--- src/rtl/keypad_pkg.sv ---
// rtl/keypad_pkg.sv - shared keypad geometry and key code helper
package keypad_pkg;

    localparam int NUM_ROWS   = 4;
    localparam int NUM_COLS   = 4;
    localparam int NUM_KEYS   = NUM_ROWS * NUM_COLS;
    localparam int KEY_CODE_W = $clog2(NUM_KEYS);

    // Linear key index used for key_code and key_state bit positions
    function automatic logic [KEY_CODE_W-1:0] key_code_of(input int row, input int col);
        return KEY_CODE_W'(row * NUM_COLS + col);
    endfunction

endpackage

--- src/rtl/keypad_key_filter.sv ---
// rtl/keypad_key_filter.sv - per-key scan-count debounce filter
module keypad_key_filter #(
    parameter int DEBOUNCE_SCANS = 10
) (
    input  logic hwclk,
    input  logic rst_n,
    input  logic sample,
    input  logic raw,
    input  logic grant,
    output logic state,
    output logic candidate
);

    localparam int CNT_W = $clog2(DEBOUNCE_SCANS) + 1;
    localparam logic [CNT_W-1:0] CNT_MAX = CNT_W'(DEBOUNCE_SCANS - 1);

    logic [CNT_W-1:0] cnt_q, cnt_d;
    logic             state_q, state_d;

    // A key is ready to commit once it has disagreed for the full window
    assign candidate = sample && (raw != state_q) && (cnt_q == CNT_MAX);
    assign state     = state_q;

    // Count disagreeing scans; a saturated count waits for a grant
    always_comb begin
        cnt_d   = cnt_q;
        state_d = state_q;
        if (sample) begin
            if (raw == state_q) begin
                cnt_d = '0;
            end else if (cnt_q < CNT_MAX) begin
                cnt_d = cnt_q + 1'b1;
            end else if (grant) begin
                state_d = raw;
                cnt_d   = '0;
            end
        end
    end

    // Filter state register
    always_ff @(posedge hwclk or negedge rst_n) begin
        if (!rst_n) begin
            cnt_q   <= '0;
            state_q <= 1'b0;
        end else begin
            cnt_q   <= cnt_d;
            state_q <= state_d;
        end
    end

endmodule

--- src/rtl/keypad_scanner.sv ---
// rtl/keypad_scanner.sv - 4x4 keypad row scanner with debounced event buffer
module keypad_scanner
    import keypad_pkg::*;
#(
    parameter int ROW_DWELL      = 3000,
    parameter int DEBOUNCE_SCANS = 10
) (
    input  logic                  hwclk,
    input  logic                  rst_n,
    input  logic                  enable,
    output logic [NUM_ROWS-1:0]   keypad_row_n,
    input  logic [NUM_COLS-1:0]   keypad_col_n,
    output logic                  key_valid,
    input  logic                  key_ready,
    output logic [KEY_CODE_W-1:0] key_code,
    output logic                  key_press,
    output logic [NUM_KEYS-1:0]   key_state
);

    localparam int ROW_W   = $clog2(NUM_ROWS);
    localparam int DWELL_W = $clog2(ROW_DWELL);
    localparam logic [DWELL_W-1:0] DWELL_LAST = DWELL_W'(ROW_DWELL - 1);

    logic [NUM_COLS-1:0]   col_meta_q, col_meta_d;
    logic [NUM_COLS-1:0]   col_sync_q, col_sync_d;
    logic [ROW_W-1:0]      row_q, row_d;
    logic [DWELL_W-1:0]    dwell_q, dwell_d;
    logic                  key_valid_q, key_valid_d;
    logic [KEY_CODE_W-1:0] key_code_q, key_code_d;
    logic                  key_press_q, key_press_d;

    logic                  sample_cycle;
    logic                  buffer_free;
    logic                  commit;
    logic [KEY_CODE_W-1:0] commit_code;
    logic                  commit_raw;
    logic [NUM_KEYS-1:0]   key_sample, key_raw, key_grant, key_cand, key_state_w;

    // The synchronized columns settle two cycles into a row, sampled on its last dwell cycle
    assign sample_cycle = enable && (dwell_q == DWELL_LAST);

    // Rows stay released while held in reset so the row counter's zero value is not driven
    assign keypad_row_n = (rst_n && enable) ? ~(NUM_ROWS'(1) << row_q) : '1;

    assign key_valid = key_valid_q;
    assign key_code  = key_code_q;
    assign key_press = key_press_q;
    assign key_state = key_state_w;

    for (genvar k = 0; k < NUM_KEYS; k++) begin : g_key
        localparam int ROW = k / NUM_COLS;
        localparam int COL = k % NUM_COLS;

        assign key_sample[k] = sample_cycle && (row_q == ROW_W'(ROW));
        assign key_raw[k]    = ~col_sync_q[COL];

        keypad_key_filter #(
            .DEBOUNCE_SCANS(DEBOUNCE_SCANS)
        ) u_filter (
            .hwclk    (hwclk),
            .rst_n    (rst_n),
            .sample   (key_sample[k]),
            .raw      (key_raw[k]),
            .grant    (key_grant[k]),
            .state    (key_state_w[k]),
            .candidate(key_cand[k])
        );
    end

    // Two-flop synchronizer on the asynchronous column lines
    always_comb begin
        col_meta_d = keypad_col_n;
        col_sync_d = col_meta_q;
    end

    // Row/dwell sequencing; the 2-bit row counter wraps mod 4 on its own
    always_comb begin
        row_d   = row_q;
        dwell_d = dwell_q;
        if (!enable) begin
            row_d   = '0;
            dwell_d = '0;
        end else if (dwell_q == DWELL_LAST) begin
            dwell_d = '0;
            row_d   = row_q + 1'b1;
        end else begin
            dwell_d = dwell_q + 1'b1;
        end
    end

    // Grant one commit per sample, lowest column first, only when the buffer can take it
    always_comb begin
        key_grant   = '0;
        commit      = 1'b0;
        commit_code = '0;
        commit_raw  = 1'b0;
        buffer_free = !key_valid_q || key_ready;
        for (int c = 0; c < NUM_COLS; c++) begin
            if (!commit && buffer_free && key_cand[key_code_of(int'(row_q), c)]) begin
                commit                 = 1'b1;
                commit_code            = key_code_of(int'(row_q), c);
                commit_raw             = key_raw[commit_code];
                key_grant[commit_code] = 1'b1;
            end
        end
    end

    // One-deep event buffer: hold until accepted, reload when a commit lands
    always_comb begin
        key_valid_d = key_valid_q;
        key_code_d  = key_code_q;
        key_press_d = key_press_q;
        if (key_valid_q && key_ready) begin
            key_valid_d = 1'b0;
        end
        if (commit) begin
            key_valid_d = 1'b1;
            key_code_d  = commit_code;
            key_press_d = commit_raw;
        end
    end

    // Scanner state registers
    always_ff @(posedge hwclk or negedge rst_n) begin
        if (!rst_n) begin
            col_meta_q  <= '1;
            col_sync_q  <= '1;
            row_q       <= '0;
            dwell_q     <= '0;
            key_valid_q <= 1'b0;
            key_code_q  <= '0;
            key_press_q <= 1'b0;
        end else begin
            col_meta_q  <= col_meta_d;
            col_sync_q  <= col_sync_d;
            row_q       <= row_d;
            dwell_q     <= dwell_d;
            key_valid_q <= key_valid_d;
            key_code_q  <= key_code_d;
            key_press_q <= key_press_d;
        end
    end

endmodule

--- config.mk ---
export PLATFORM = sky130hd
export DESIGN_NAME = keypad_scanner
export DESIGN_NICKNAME = d
export VERILOG_FILES = /design/src/rtl/keypad_pkg.sv /design/src/rtl/keypad_key_filter.sv /design/src/rtl/keypad_scanner.sv
export SDC_FILE = /design/constraint.sdc
export NUM_CORES = 1
export LEC_CHECK = 0
export BUFFER_PORTS_ARGS = -buffer_cell sky130_fd_sc_hd__buf_2
export CORE_ASPECT_RATIO = 0.5
export CORE_MARGIN = 2
export CORE_UTILIZATION = 34
export CTS_BUF_LIST = sky130_fd_sc_hd__clkbuf_4
export CTS_CLUSTER_DIAMETER = 30
export DETAILED_ROUTE_END_ITERATION = 8
export GPL_ROUTABILITY_DRIVEN = 0
export GPL_TIMING_DRIVEN = 1
export SLEW_MARGIN = 20
export SYNTH_ARGS = -nofsm -noshare
export SYNTH_HDL_FRONTEND = slang
export SYNTH_SLANG_ARGS = --single-unit
--- constraint.sdc ---
create_clock -name hwclk -period 6.7 [get_ports hwclk]
set_clock_uncertainty 0.05 [all_clocks]
set_input_delay 0.335 -clock hwclk [delete_from_list [all_inputs] [get_ports hwclk]]
set_output_delay 0.335 -clock hwclk [all_outputs]
set_load 0.01 [all_outputs]
Yosys cells after proc, flatten, opt, wreduce, memory -nomap -nowiden
Index checks and enable logic that the tools add are counted.
- bits of input ports: 8
- bits in latches: 0
- logic and storage cells: 378
- ROM bits: 0
- bits in registers: 124
- bits in writable memories: 0
- output and inout bits: 26
- memories kept: 0
- multiplexer cells: 95
- reductions and logical operators: 105
- add/sub/neg operators: 21
- magnitude comparators: 24
- equal/unequal tests: 53
- shifts and indexed selects: 1
- div/mod/pow operators: 0
- bitwise operators: 40
- $mul: 0
- operators by type and width (kind ; number):
    5-bit 2-to-1 mux ; 48
    5-bit by 1-bit adder with 5-bit output (second input constant) ; 16
    5-bit by 4-bit equality test with 1-bit output (second input constant) ; 16
    5-bit by 4-bit less-than comparator with 1-bit output (second input constant) ; 16
    4-bit AND reduction ; 16
    1-bit logical AND ; 50
    16-bit 2-to-1 mux ; 3
    16-bit OR ; 3
    3-bit nonzero test ; 16
    1-bit inverter ; 36
    2-bit AND reduction ; 16
    1-bit binary-select mux with 4-bit select ; 6
    12-bit 2-to-1 mux ; 2
    1-bit 2-to-1 mux ; 22
    4-bit by 5-bit less-than comparator with 1-bit output (second input constant) ; 4
    4-bit 2-to-1 mux ; 5
    1-bit equality test ; 16
    4-bit by 1-bit greater-or-equal comparator with 1-bit output (second input constant) ; 4
    1-bit inequality test ; 16
    13-bit 2-to-1 mux ; 1
    12-bit by 1-bit adder with 12-bit output (second input constant) ; 1
    1-bit demux with 4-bit select ; 3
    12-bit equality test (second input constant) ; 1
    4-bit by 2-bit adder with 4-bit output (second input constant) ; 2
    14 further kinds ; 20

Depth between registers and ports, before layout
Gate-level depths: netlist of run 1.
- word-level depth: 24
- mapped depth: 13
- depth with buffers taken out: 10

Hierarchy
From an unflattened synthesis of run 1, not the netlist that was laid out.
- cell total of the unflattened synthesis: 781
- area total of the unflattened synthesis: 7832.5 µm²
- by module, submodules not included (module ; sequential area each (µm²) ; times used ; cells each ; area an instance (µm²)):
    keypad_key_filter ; 150.1 ; 16 ; 39 ; 387.9
    keypad_scanner ; 710.7 ; 1 ; 157 ; 1626.6

Worst setup path after synthesis of run 1
No wires, ideal clock.
- path type: register to register
- start point: register row_q[0]
- end point: register g_key[3].u_filter.state_q
- data required time: 6.525 ns
- period minus slack after synthesis: 2.935 ns
- buffers on the path: 1
- cell stages (with the launch flop): 12
- setup slack: 3.765 ns
- setup time: 0.125 ns
- data arrival time: 2.761 ns
- cells stage by stage: dfrtp_1 -> clkbuf_1 -> inv_1 -> ha_1 -> and3b_1 -> and3_1 -> a31oi_1 -> nand4_1 -> a211oi_2 -> nand2_2 -> nor3_1 -> mux2_2
- cells in the longest elaborated chain, start to end: 21
- elaborated cells between the ends (all ways): 86
- classes of those cells: 3 x add/sub; 6 x order compare; 3 x eq/ne; 20 x mux; 3 x bitwise; 51 x reduce/logical
- ends and longest elaborated chain (what ; line ; RTL):
    start, declared ; keypad_scanner.sv:26 ; logic [ROW_W-1:0] row_q, row_d;
    start signal, assigned ; keypad_scanner.sv:136 ; row_q <= row_d;
    parallel branches: the longest is 20 deep, another holds 4-bit by 5-bit less-than comparator with 1-bit output ; n/a ;
    4-bit AND reduction (no source line) * ; n/a ;
    end signal, assigned ; keypad_key_filter.sv:47 ; state_q <= state_d;
    end, declared ; keypad_key_filter.sv:18 ; logic state_q, state_d;
Mark *: on every way between the ends. The select of a mux whose other input is x is not followed.
A chain may end at the register's enable or synchronous reset.

Final worst setup path of run 1
- start point: register row_q[0]
- end point: register g_key[11].u_filter.state_q
- cells in the longest elaborated chain, start to end: 21
- elaborated cells between the ends (all ways): 86
- classes of those cells: 3 x add/sub; 6 x order compare; 3 x eq/ne; 20 x mux; 3 x bitwise; 51 x reduce/logical
- ends and longest elaborated chain (what ; line):
    parallel branches: the longest is 20 deep, another holds 4-bit by 5-bit less-than comparator with 1-bit output ; n/a
    4-bit AND reduction (no source line) * ; n/a
    end signal, assigned ; keypad_key_filter.sv:47
    end, declared ; keypad_key_filter.sv:18
Marked as above.

==> metrics.txt, run 1 <==
status=complete, no violations; WP data required=7.11 ns; DRT antenna net count=0; Setup TNS Final=0 ns; FF/Latch Area=3113 sq um; DRC violations left=0; post-synth top area cell=dfrtp_1; Most used DFF post-synth=dfrtp_1; total die area=23110 sq um; worst r2r src=row_q[0]$_DFFE_PN0P_; Post-synth top cells=dfrtp_1 (116), nand2_1 (80), o21ai_0 (65); Pre-Repair DR Iteration Count=5; WL per Instance=15.60 um; Ys Warns=0; peak fanout along the critical path=18; top cell type's share of synthesized area=0.3908; port bufs=33; ys async rst share=1.000; PD cells=169.7 nW/um^2; CTS resizes=0; worst hold-check path type=in -> reg; synthesized area per cell=9.425 sq um; Initial Util=0.3448; Critical Path AT=4.21 ns; top area cells in the synthesized netlist=dfrtp_1 (39%), ha_1 (6.2%), o21ai_0 (4.4%); Total Routed Length=17510 um; area of the multi-input gates=3954 sq um; synthesized instance count=788; worst skew pair latency=0.55 ns; Final Hold Violating Endpoints=0; Placement Cell Area=7746 sq um; register bit count reported by yosys=124; f_max=0.2627 GHz; largest net degree at the start of global routing=71; FF-to-FF End=g_key[11].u_filter.state$_DFFE_PN0P_; Layout Nets=853; Rel. slew slack=0.3554; share of the yosys chip area belonging to registers=0.4191; Top Ports=34; WHS Path Cells=3; fraction of layout cells with a size suffix above 1=0.1267; Crit. End Element=flop; Die X=213.0 um; dpl hpwl=12180 um; Fillers=2123; FF-to-FF path depth=10; total gr overflow=0; clock sink count=124; EDFF count, synth=0; RSZ-0062 raised after global routing=false; final worst-path cycle share=0.5681; Post-CTS Setup Repair Bufs=0; synthesis-to-finish area growth=9.198%; Num CTS Buffers=17; Synth Net Count=833; final setup vio count=0; TritonCTS clock tree=done; standard-cell rows=38; Critical Path Start Type=flop; final slew viol count=0; die span in y=108.5 um; hold_sp=key_ready; max-cap viol count=0; Clock Root Buffer=clkbuf_4; Clock Pin Slew Worst Setup and Hold Paths=0.13 ns; Post-Layout Inst Area=8110 sq um; Clock Path Buffers=2; Core Box Area=21540 sq um; Tmin final=3.806 ns; vias in the first global route=5635; first-pass GRT wire length=28840 um; post-DR vias/cell=5.279; r2r setup slk=2.89 ns; most common cell in the netlist=dfrtp_1; worst hold endpoint=key_valid$_DFFE_PN0P_; Least-Margin Pin Slew=0.9581 ns; Total GRT Usage=0.1588; CP Class=reg -> reg; Leak=3.587 nW; antenna violations before repair=1; Yosys cell types=76; synthesized cell area=7427 sq um; H-tree levels=4; via count=5923; maximum vdd drop=0.00008444 V; DR iter-0 viols=423
-- cell usage in the layout, fill, tap and decap left out, types with 10 or more instances in the layout --
cell type and count:
nor4_1 10, nor2_1 41, a31oi_1 15, clkbuf_4 18
nand2b_1 23, ha_1 37, and3_1 13, nand2_1 80
xor2_1 19, and2_1 11, a21oi_1 27, nand3_1 33
dfrtp_1 116, o31ai_1 30, o21ai_0 65, buf_2 32
nor2b_1 20, inv_1 30, xnor2_1 18, nand4_1 10
-- critical path, cell delays in order (launching register included) --
cell and delay, ns:
dfrtp_1 0.72, inv_1 0.25, ha_1 0.33, and3b_1 0.22, and3_1 0.17, a31oi_1 0.36, nand4_1 0.17, a211oi_2 0.43
nand2_2 0.33, nor3_1 0.33, mux2_2 0.36
-- logic make-up (layout without fill, tap and decap cells) --
family                   after synthesis  in the layout  share of synthesized area
AND/OR/NAND/NOR                      302            302                     0.2278
AO/OA/AOI/OAI                        204            204                     0.1772
flip-flops                           124            124                     0.4191
buffers and inverters                 71            104                    0.05020
XOR/XNOR                              38             38                    0.04582
adder cells (fa/ha/maj)               37             37                    0.06233
multiplexers                          12             12                    0.01752
other                                  0              1                          0
-- what timing repair did --
item	in CTS	in global routing
endpoints found under the setup margin	0	0
hold endpoints to repair	62	0
hold buffers	5	0
-- final cells by class --
type,count,share of cell area
antenna,1,0.0003085
clock buffer,18,0.01666
clock inverter,14,0.02098
inverter,30,0.01388
multi-input combinational,593,0.4875
sequential,124,0.3838
tap,300,0.04628
timing repair buffer,42,0.03055
-- how the worst max path moves through the flow --
stage	from	end
CTS	row_q[0]$_DFFE_PN0P_	g_key[3].u_filter.state$_DFFE_PN0P_
global placement	row_q[0]$_DFFE_PN0P_	g_key[3].u_filter.state$_DFFE_PN0P_
detailed placement	row_q[0]$_DFFE_PN0P_	g_key[3].u_filter.state$_DFFE_PN0P_
floorplan	row_q[0]$_DFFE_PN0P_	g_key[3].u_filter.state$_DFFE_PN0P_
global route	row_q[0]$_DFFE_PN0P_	g_key[3].u_filter.state$_DFFE_PN0P_
finish	row_q[0]$_DFFE_PN0P_	g_key[11].u_filter.state$_DFFE_PN0P_
-- state kept, by name (all words and copies together), names as in the netlist --
name                  count
row_q                     2
key_press                 1
col_meta_q                4
key_code                  4
g_key.u_filter.cnt_q     80
col_sync_q                4
dwell_q                  12
g_key.u_filter.state     16
key_valid                 1
-- through the flow --
| step | hold slack [ns] | power (mW) | setup slack (ns) | std cells | utilization |
|---|---|---|---|---|---|
| after floorplan | -0.01059 | 0.7935 | 3.765 | 788 | - |
| after global placement | 0.2957 | 0.8193 | 3.004 | 1084 | 0.3596 |
| after detailed placement | 0.2970 | 0.8197 | 2.906 | 1084 | 0.3596 |
| after CTS | 0.1304 | 1.397 | 2.872 | 1121 | 0.3761 |
| after global routing | 0.1726 | 1.431 | 2.598 | 1122 | 0.3766 |
| final | 0.1868 | 1.377 | 2.894 | 1122 | 0.3766 |
-- per-layer routing --
metal  track usage  share of wire
met2        0.2480           0.45
met4       0.05594          0.017
met1        0.2205           0.50
met3       0.03021          0.034
met5             0              0
-- where the power goes --
group | leakage [nW] | switching, mW | internal [mW]
Clock | 0.156 | 0.307 | 0.263
Sequential | 1.67 | 0.00857 | 0.754
Combinational | 1.76 | 0.0312 | 0.0121
Total | 3.59 | 0.347 | 1.03
(Power assumes the default switching activity.)
==> run 2, diff against run 1 <==
clock period = 3.37 ns   (was 6.7 ns; I/O delays follow)
==> run 2 against run 1 <==
Effect of this change:
- sequential cell count unchanged
- critical endpoint is now g_key[2].u_filter.cnt_q[1]$_DFFE_PN0P_
- routed wire length up 4.5%
- worst setup slack worse by 2.6 ns
- design area up 1.8%
- global-route usage up 0.57 points
- largest power group unchanged
- total power up 91%
- sequential share of layout area down 0.69 points
==> metrics.txt, run 2 (synthesis results as in run 1) <==
Clock Root Buffer=clkbuf_4; f_max=0.3256 GHz (+24%); Total Routed Length=18300 um (+4.5%); Top reg by flops=g_key.u_filter.cnt_q; sequential share of power=0.576 (+0.022); Worst setup endpoint=g_key[2].u_filter.cnt_q[1]$_DFFE_PN0P_; via count=6123 (+3.4%); status=complete, no violations; Clock Pin Slew Worst Setup and Hold Paths=0.13 ns (about the same); most frequent cells in the layout=dfrtp_1 (116), nand2_1 (80), o21ai_0 (65), nor2_1 (41), ha_1 (37); Largest register FFs=80 (unchanged); total die area=23110 sq um (unchanged); FF-to-FF path depth=11 (+1); worst hold-check path type=in -> reg; synthesis-to-finish area growth=11.20%; first-pass GRT wire length=29530 um (+2.4%); Setup TNS Final=0 ns (unchanged); Total GRT Usage=0.1646 (+0.005741); crit path cell chain=buf_4, ha_1, nand2_1, or4_4, buf_4, o32ai_1, o22a_1, nor4_1, o21ai_0, nand2_1, o21ai_0; CP Launch Point=row_q[1]$_DFFE_PN0P_; post-DR vias/cell=5.338 (+1.1%); total gr overflow=0 (unchanged); commonest non-fill, non-tap cell in the layout=dfrtp_1; Core Box Area=21540 sq um (unchanged); PD cells=318.4 nW/um^2 (+88%); Initial Util=0.3448 (unchanged); port bufs=33 (unchanged); Num CTS Buffers=17 (unchanged); worst path bufs/invs=2 (+1); H-tree levels=4 (unchanged); Pre-Repair DR Iteration Count=5 (unchanged); Final Hold Violating Endpoints=0 (unchanged); Comb pwr share=0.038 (+0.007); Top Ports=34 (unchanged); antenna violations before repair=1 (unchanged); Die X=213.0 um (unchanged); Critical Path Start Type=flop; Crit. End Element=flop; WL per Instance=15.95 um (+2.3%); dpl hpwl=13080 um (+7.4%); Clock Path Buffers=2 (unchanged); FF/Latch Area=3113 sq um (unchanged); cell depth of the worst setup path=11 (+1); Tmin final=3.072 ns (-0.7344 ns); clock sink count=124 (unchanged); Rel. slew slack=0.4357 (+0.08032); CP Class=reg -> reg; final slew viol count=0 (unchanged); DR iter-0 viols=458 (+8.3%); Switching Power=0.6419 mW (+85%); peak fanout along the critical path=17 (-1); max-cap viol count=0 (unchanged); RSZ-0062 raised after global routing=false; worst r2r src=row_q[1]$_DFFE_PN0P_; WP data required=3.74 ns (-3.37 ns); Crit path max-delay family=simple AND/OR/NAND/NOR gates; slowest stage delay, CP=0.64 ns (-0.08 ns); die span in y=108.5 um (unchanged); DRT antenna net count=0 (unchanged); fraction of layout cells with a size suffix above 1=0.1478 (+0.02108); Leak=3.705 nW (+3.3%); final worst-path cycle share=0.9115 (+0.3434); standard-cell rows=38 (unchanged); Clk pwr share=0.387 (-0.027); FF-to-FF End=g_key[2].u_filter.cnt_q[1]$_DFFE_PN0P_; CP max stage cell=nor4_1; r2r setup slk=0.30 ns (-2.60 ns); Int Power=1.988 mW (+93%); area of the multi-input gates=3956 sq um (about the same); Layout Nets=878 (+2.9%); Worst Hold Slack=0.07035 ns (-0.1164 ns); WHS Path Cells=3 (unchanged); Critical Path AT=3.44 ns (-0.77 ns); largest net degree at the start of global routing=58 (-18%); DRC violations left=0 (unchanged); Fillers=2099 (-1.1%); worst skew pair latency=0.55 ns (about the same); sw frac=0.2441 (-0.007820); final setup vio count=0 (unchanged); maximum vdd drop=0.0001754 V (+110%); TritonCTS clock tree=done; Least-Margin Pin Slew=0.8387 ns (-0.1194 ns); vias in the first global route=5690 (+0.98%)
==> run 2: how the worst min path moves through the flow <==
| stage | to | from |
|---|---|---|
| 2_1_floorplan | dwell_q[0]$_DFF_PN0_ | rst_n |
| 3_3_place_gp | col_meta_q[2]$_DFF_PN1_ | keypad_col_n[2] |
| 3_5_place_dp | col_meta_q[2]$_DFF_PN1_ | keypad_col_n[2] |
| 4_1_cts | key_valid$_DFFE_PN0P_ | key_ready |
| 5_1_grt | key_valid$_DFFE_PN0P_ | key_ready |
| 6_report | key_valid$_DFFE_PN0P_ | key_ready |
==> run 2: cell type report <==
| class | count | area share |
|---|---|---|
| diodes | 1 | 0.0003030 |
| clock buffers | 21 | 0.01909 |
| clock inverters | 11 | 0.01257 |
| inverters | 30 | 0.01363 |
| multi-input cells | 593 | 0.4790 |
| flip-flops and latches | 124 | 0.3769 |
| well taps | 300 | 0.04545 |
| repair buffers | 67 | 0.05302 |
==> run 2: repair_timing <==
action,4_1_cts,5_1_grt
setup endpoints to repair,0,2
buffers inserted,0,0
resized for setup,0,1
hold buffers,6,0
endpoints found under the hold margin,52,0
==> run 2: through the flow <==
| step | power (mW) | area [sq um] | cells | worst slack, ns | utilization |
|---|---|---|---|---|---|
| 6_report | 2.630 | 8259 | 1147 | 0.2984 | 0.3835 |
| 5_1_grt | 2.740 | 8259 | 1147 | 0.02759 | 0.3835 |
| 3_3_place_gp | 1.637 | 7926 | 1108 | 0.2875 | 0.3680 |
| 3_5_place_dp | 1.638 | 7926 | 1108 | 0.2507 | 0.3680 |
| 4_1_cts | 2.660 | 8248 | 1146 | 0.2342 | 0.3829 |
| 2_1_floorplan | 1.578 | 7427 | 788 | 0.4348 | - |
==> run 2: layer usage <==
metal  global-route usage  share of wire  vias to the layer above
met1               0.2294           0.49                     3018
met2               0.2534           0.45                      140
met5                    0              0                        -
li1                     -              -                     2946
met4              0.04995          0.012                        0
met3              0.03892          0.049                       19
==> run 2: tightest hold or removal path, cell delays in order <==
cell and delay [ns]:
buf_2 0.08, nand2b_1 0.28, nand3_1 0.11
==> run 2: power by group through the flow <==
| stage | registers (mW) | clock network [mW] | logic [mW] |
|---|---|---|---|
| 3_3_place_gp | 1.54 | 0 | 0.0954 |
| 4_1_cts | 1.51 | 1.05 | 0.101 |
| 3_5_place_dp | 1.54 | 0 | 0.0955 |
| 2_1_floorplan | 1.53 | 0 | 0.0460 |
| 5_1_grt | 1.52 | 1.11 | 0.112 |
| 6_report | 1.51 | 1.02 | 0.0990 |
==> run 3, diff against run 2 <==
clock period = 2.8 ns   (was 3.37 ns; I/O delays follow)
==> run 3 against run 2 <==
Effect of this change:
- design area grew 11%
- worst setup slack worse by 0.25 ns
- non-clock buffer count is 81 higher
- count of clock-buffer cells in the layout down 1
- clock power grew 32%
- maximum frequency is 12% higher
- utilization up 4.2 points
- routed wire length is 5.8% higher
- via count grew 5.1%
- global-route usage is 1.0 points higher
- combinational power up 54%
- largest power group unchanged
- highest routed layer unchanged
- register-to-register slack lost 0.25 ns
==> metrics.txt, run 3 (synthesis results as in run 1) <==
status=complete, no violations; worst hold endpoint=col_meta_q[0]$_DFF_PN1_; largest net degree at the start of global routing=70 (+21%); total die area=23110 sq um (unchanged); final slew viol count=0 (unchanged); slowest stage delay, CP=0.62 ns (-0.02 ns); Total GRT Usage=0.1748 (+0.01025); commonest non-fill, non-tap cell in the layout=dfrtp_1; max-cap viol count=0 (unchanged); Critical Path AT=3.17 ns (-0.27 ns); Total Routed Length=19360 um (+5.8%); Top Ports=34 (unchanged); final setup vio count=0 (unchanged); f_max=0.3641 GHz (+12%); Leak=4.150 nW (+12%); Clock Path Buffers=2 (unchanged); Total Power=3.323 mW (+26%); FF-to-FF End=g_key[14].u_filter.cnt_q[2]$_DFFE_PN0P_; Critical Path Start Type=flop; hold_sp=keypad_col_n[0]; PD cells=362.3 nW/um^2 (+14%); via count=6438 (+5.1%); clock sink count=124 (unchanged); worst hold-check path type=in -> reg; Top reg by flops=g_key.u_filter.cnt_q; Pre-Repair DR Iteration Count=5 (unchanged); most frequent cells in the layout=dfrtp_1 (116), buf_4 (101), nand2_1 (80), o21ai_0 (63), nor2_1 (40); vias in the first global route=6129 (+7.7%); Clock Root Buffer=clkbuf_4; CP Class=reg -> reg; Num CTS Buffers=17 (unchanged); RSZ-0062 raised after global routing=true; Placement Cell Area=8492 sq um (+7.1%); Final Hold Violating Endpoints=0 (unchanged); FF-to-FF path depth=9 (-2); DRC violations left=0 (unchanged); H-tree levels=4 (unchanged); antenna violations before repair=1 (unchanged); dpl hpwl=13920 um (+6.4%); WHS Path Cells=2 (-1); Core Box Area=21540 sq um (unchanged); maximum vdd drop=0.0001946 V (+11%); DR iter-0 viols=423 (-7.6%); WP data required=3.22 ns (-0.52 ns); peak fanout along the critical path=13 (-4); Post-Layout Inst Area=9173 sq um (+11%); Worst Hold Slack=0.1698 ns (+0.09946 ns); Least-Margin Pin Slew=0.8983 ns (+0.05962 ns); crit path cell chain=nand4bb_1, buf_4, or4_4, a211oi_1, a31o_2, or3_4, nand2b_1, a31oi_1, o21ai_0; Layout Nets=959 (+9.2%); Crit. End Element=flop; Die X=213.0 um (unchanged); Initial Util=0.3448 (unchanged); worst skew pair latency=0.56 ns (about the same); standard-cell rows=38 (unchanged); TritonCTS clock tree=done; total gr overflow=0 (unchanged); CP max stage cell=or4_4; fraction of layout cells with a size suffix above 1=0.2546 (+0.1068); final core occ=0.4259 (+0.04241); synthesis-to-finish area growth=23.50%; WL per Instance=15.74 um (-1.3%); first-pass GRT wire length=31480 um (+6.6%); DRT antenna net count=0 (unchanged); Rel. slew slack=0.3991 (-0.03656); post-DR vias/cell=5.234 (-2.0%); Tmin final=2.747 ns (-0.3249 ns); r2r setup slk=0.05 ns (-0.25 ns); Largest register FFs=80 (unchanged); die span in y=108.5 um (unchanged); port bufs=33 (unchanged); worst r2r src=dwell_q[10]$_DFF_PN0_; Clock Pin Slew Worst Setup and Hold Paths=0.12 ns (about the same); final worst-path cycle share=0.9810 (+0.06950)
[run 3: per-layer routing]
metal  share of wire  routed length, um  GRT usage  up-vias
li1                -                  -          -     3110
met1            0.49               9538     0.2452     3189
met2            0.45               8804     0.2692      107
met3           0.034                651    0.03602       32
met4           0.019                368    0.05794        0
met5               0                  0          0        -
[run 3: what timing repair did]
item                                   in CTS  in global routing
endpoints found under the hold margin     126                  0
setup buffers                               0                  7
pin swaps                                   0                 12
setup endpoints to repair                  29                 67
hold buffers                                9                  0
gates resized for setup                     5                 43
[run 3: cell type report]
class                           instances  area (sq um)
Tap cell                              300         375.4
Clock buffer                           20         150.1
Multi-Input combinational cell        593          4168
Sequential cell                       124          3113
Timing Repair Buffer                  148          1097
Clock inverter                         12         148.9
Fill cell                            2101         12370
Antenna cell                            3         7.507
Inverter                               30         112.6
[run 3: worst max-delay path, delay by kind of cell (launching register included)]
| family | cells | cell delay, ns |
|---|---|---|
| compound gates | 4 | 0.78 |
| flops | 1 | 0.43 |
| simple gates | 4 | 1.21 |
| buf+inv | 1 | 0.19 |
[run 3: stage by stage]
| stage | setup WS, ns | std cells | setup TNS [ns] |
|---|---|---|---|
| finish | 0.05331 | 1230 | 0 |
| global route | -0.1053 | 1230 | -0.8791 |
| CTS | 0.006907 | 1221 | 0 |
| detailed placement | -0.1234 | 1180 | -0.5575 |
| global placement | -0.06885 | 1180 | -0.3547 |
| floorplan | 0.008667 | 788 | 0 |
[run 3: worst max-delay path by stage]
stage | cells past startpoint | start | endpoint | slack [ns]
5_1_grt | 11 | row_q[0]$_DFFE_PN0P_ | g_key[14].u_filter.cnt_q[3]$_DFFE_PN0P_ | -0.11
2_1_floorplan | 11 | row_q[0]$_DFFE_PN0P_ | g_key[3].u_filter.state$_DFFE_PN0P_ | 0.009
4_1_cts | 11 | g_key[11].u_filter.cnt_q[1]$_DFFE_PN0P_ | g_key[11].u_filter.state$_DFFE_PN0P_ | 0.007
6_report | 9 | dwell_q[10]$_DFF_PN0_ | g_key[14].u_filter.cnt_q[2]$_DFFE_PN0P_ | 0.05
3_5_place_dp | 10 | g_key[4].u_filter.cnt_q[1]$_DFFE_PN0P_ | g_key[2].u_filter.cnt_q[1]$_DFFE_PN0P_ | -0.12
3_3_place_gp | 9 | dwell_q[0]$_DFF_PN0_ | g_key[14].u_filter.cnt_q[2]$_DFFE_PN0P_ | -0.07
[run 3: report_power, final]
| group | switching, mW | internal (mW) | total (mW) | leakage [nW] |
|---|---|---|---|---|
| Clock | 0.707 | 0.643 | 1.35 | 0.158 |
| Sequential | 0.0165 | 1.80 | 1.82 | 1.67 |
| Combinational | 0.0919 | 0.0605 | 0.152 | 2.33 |
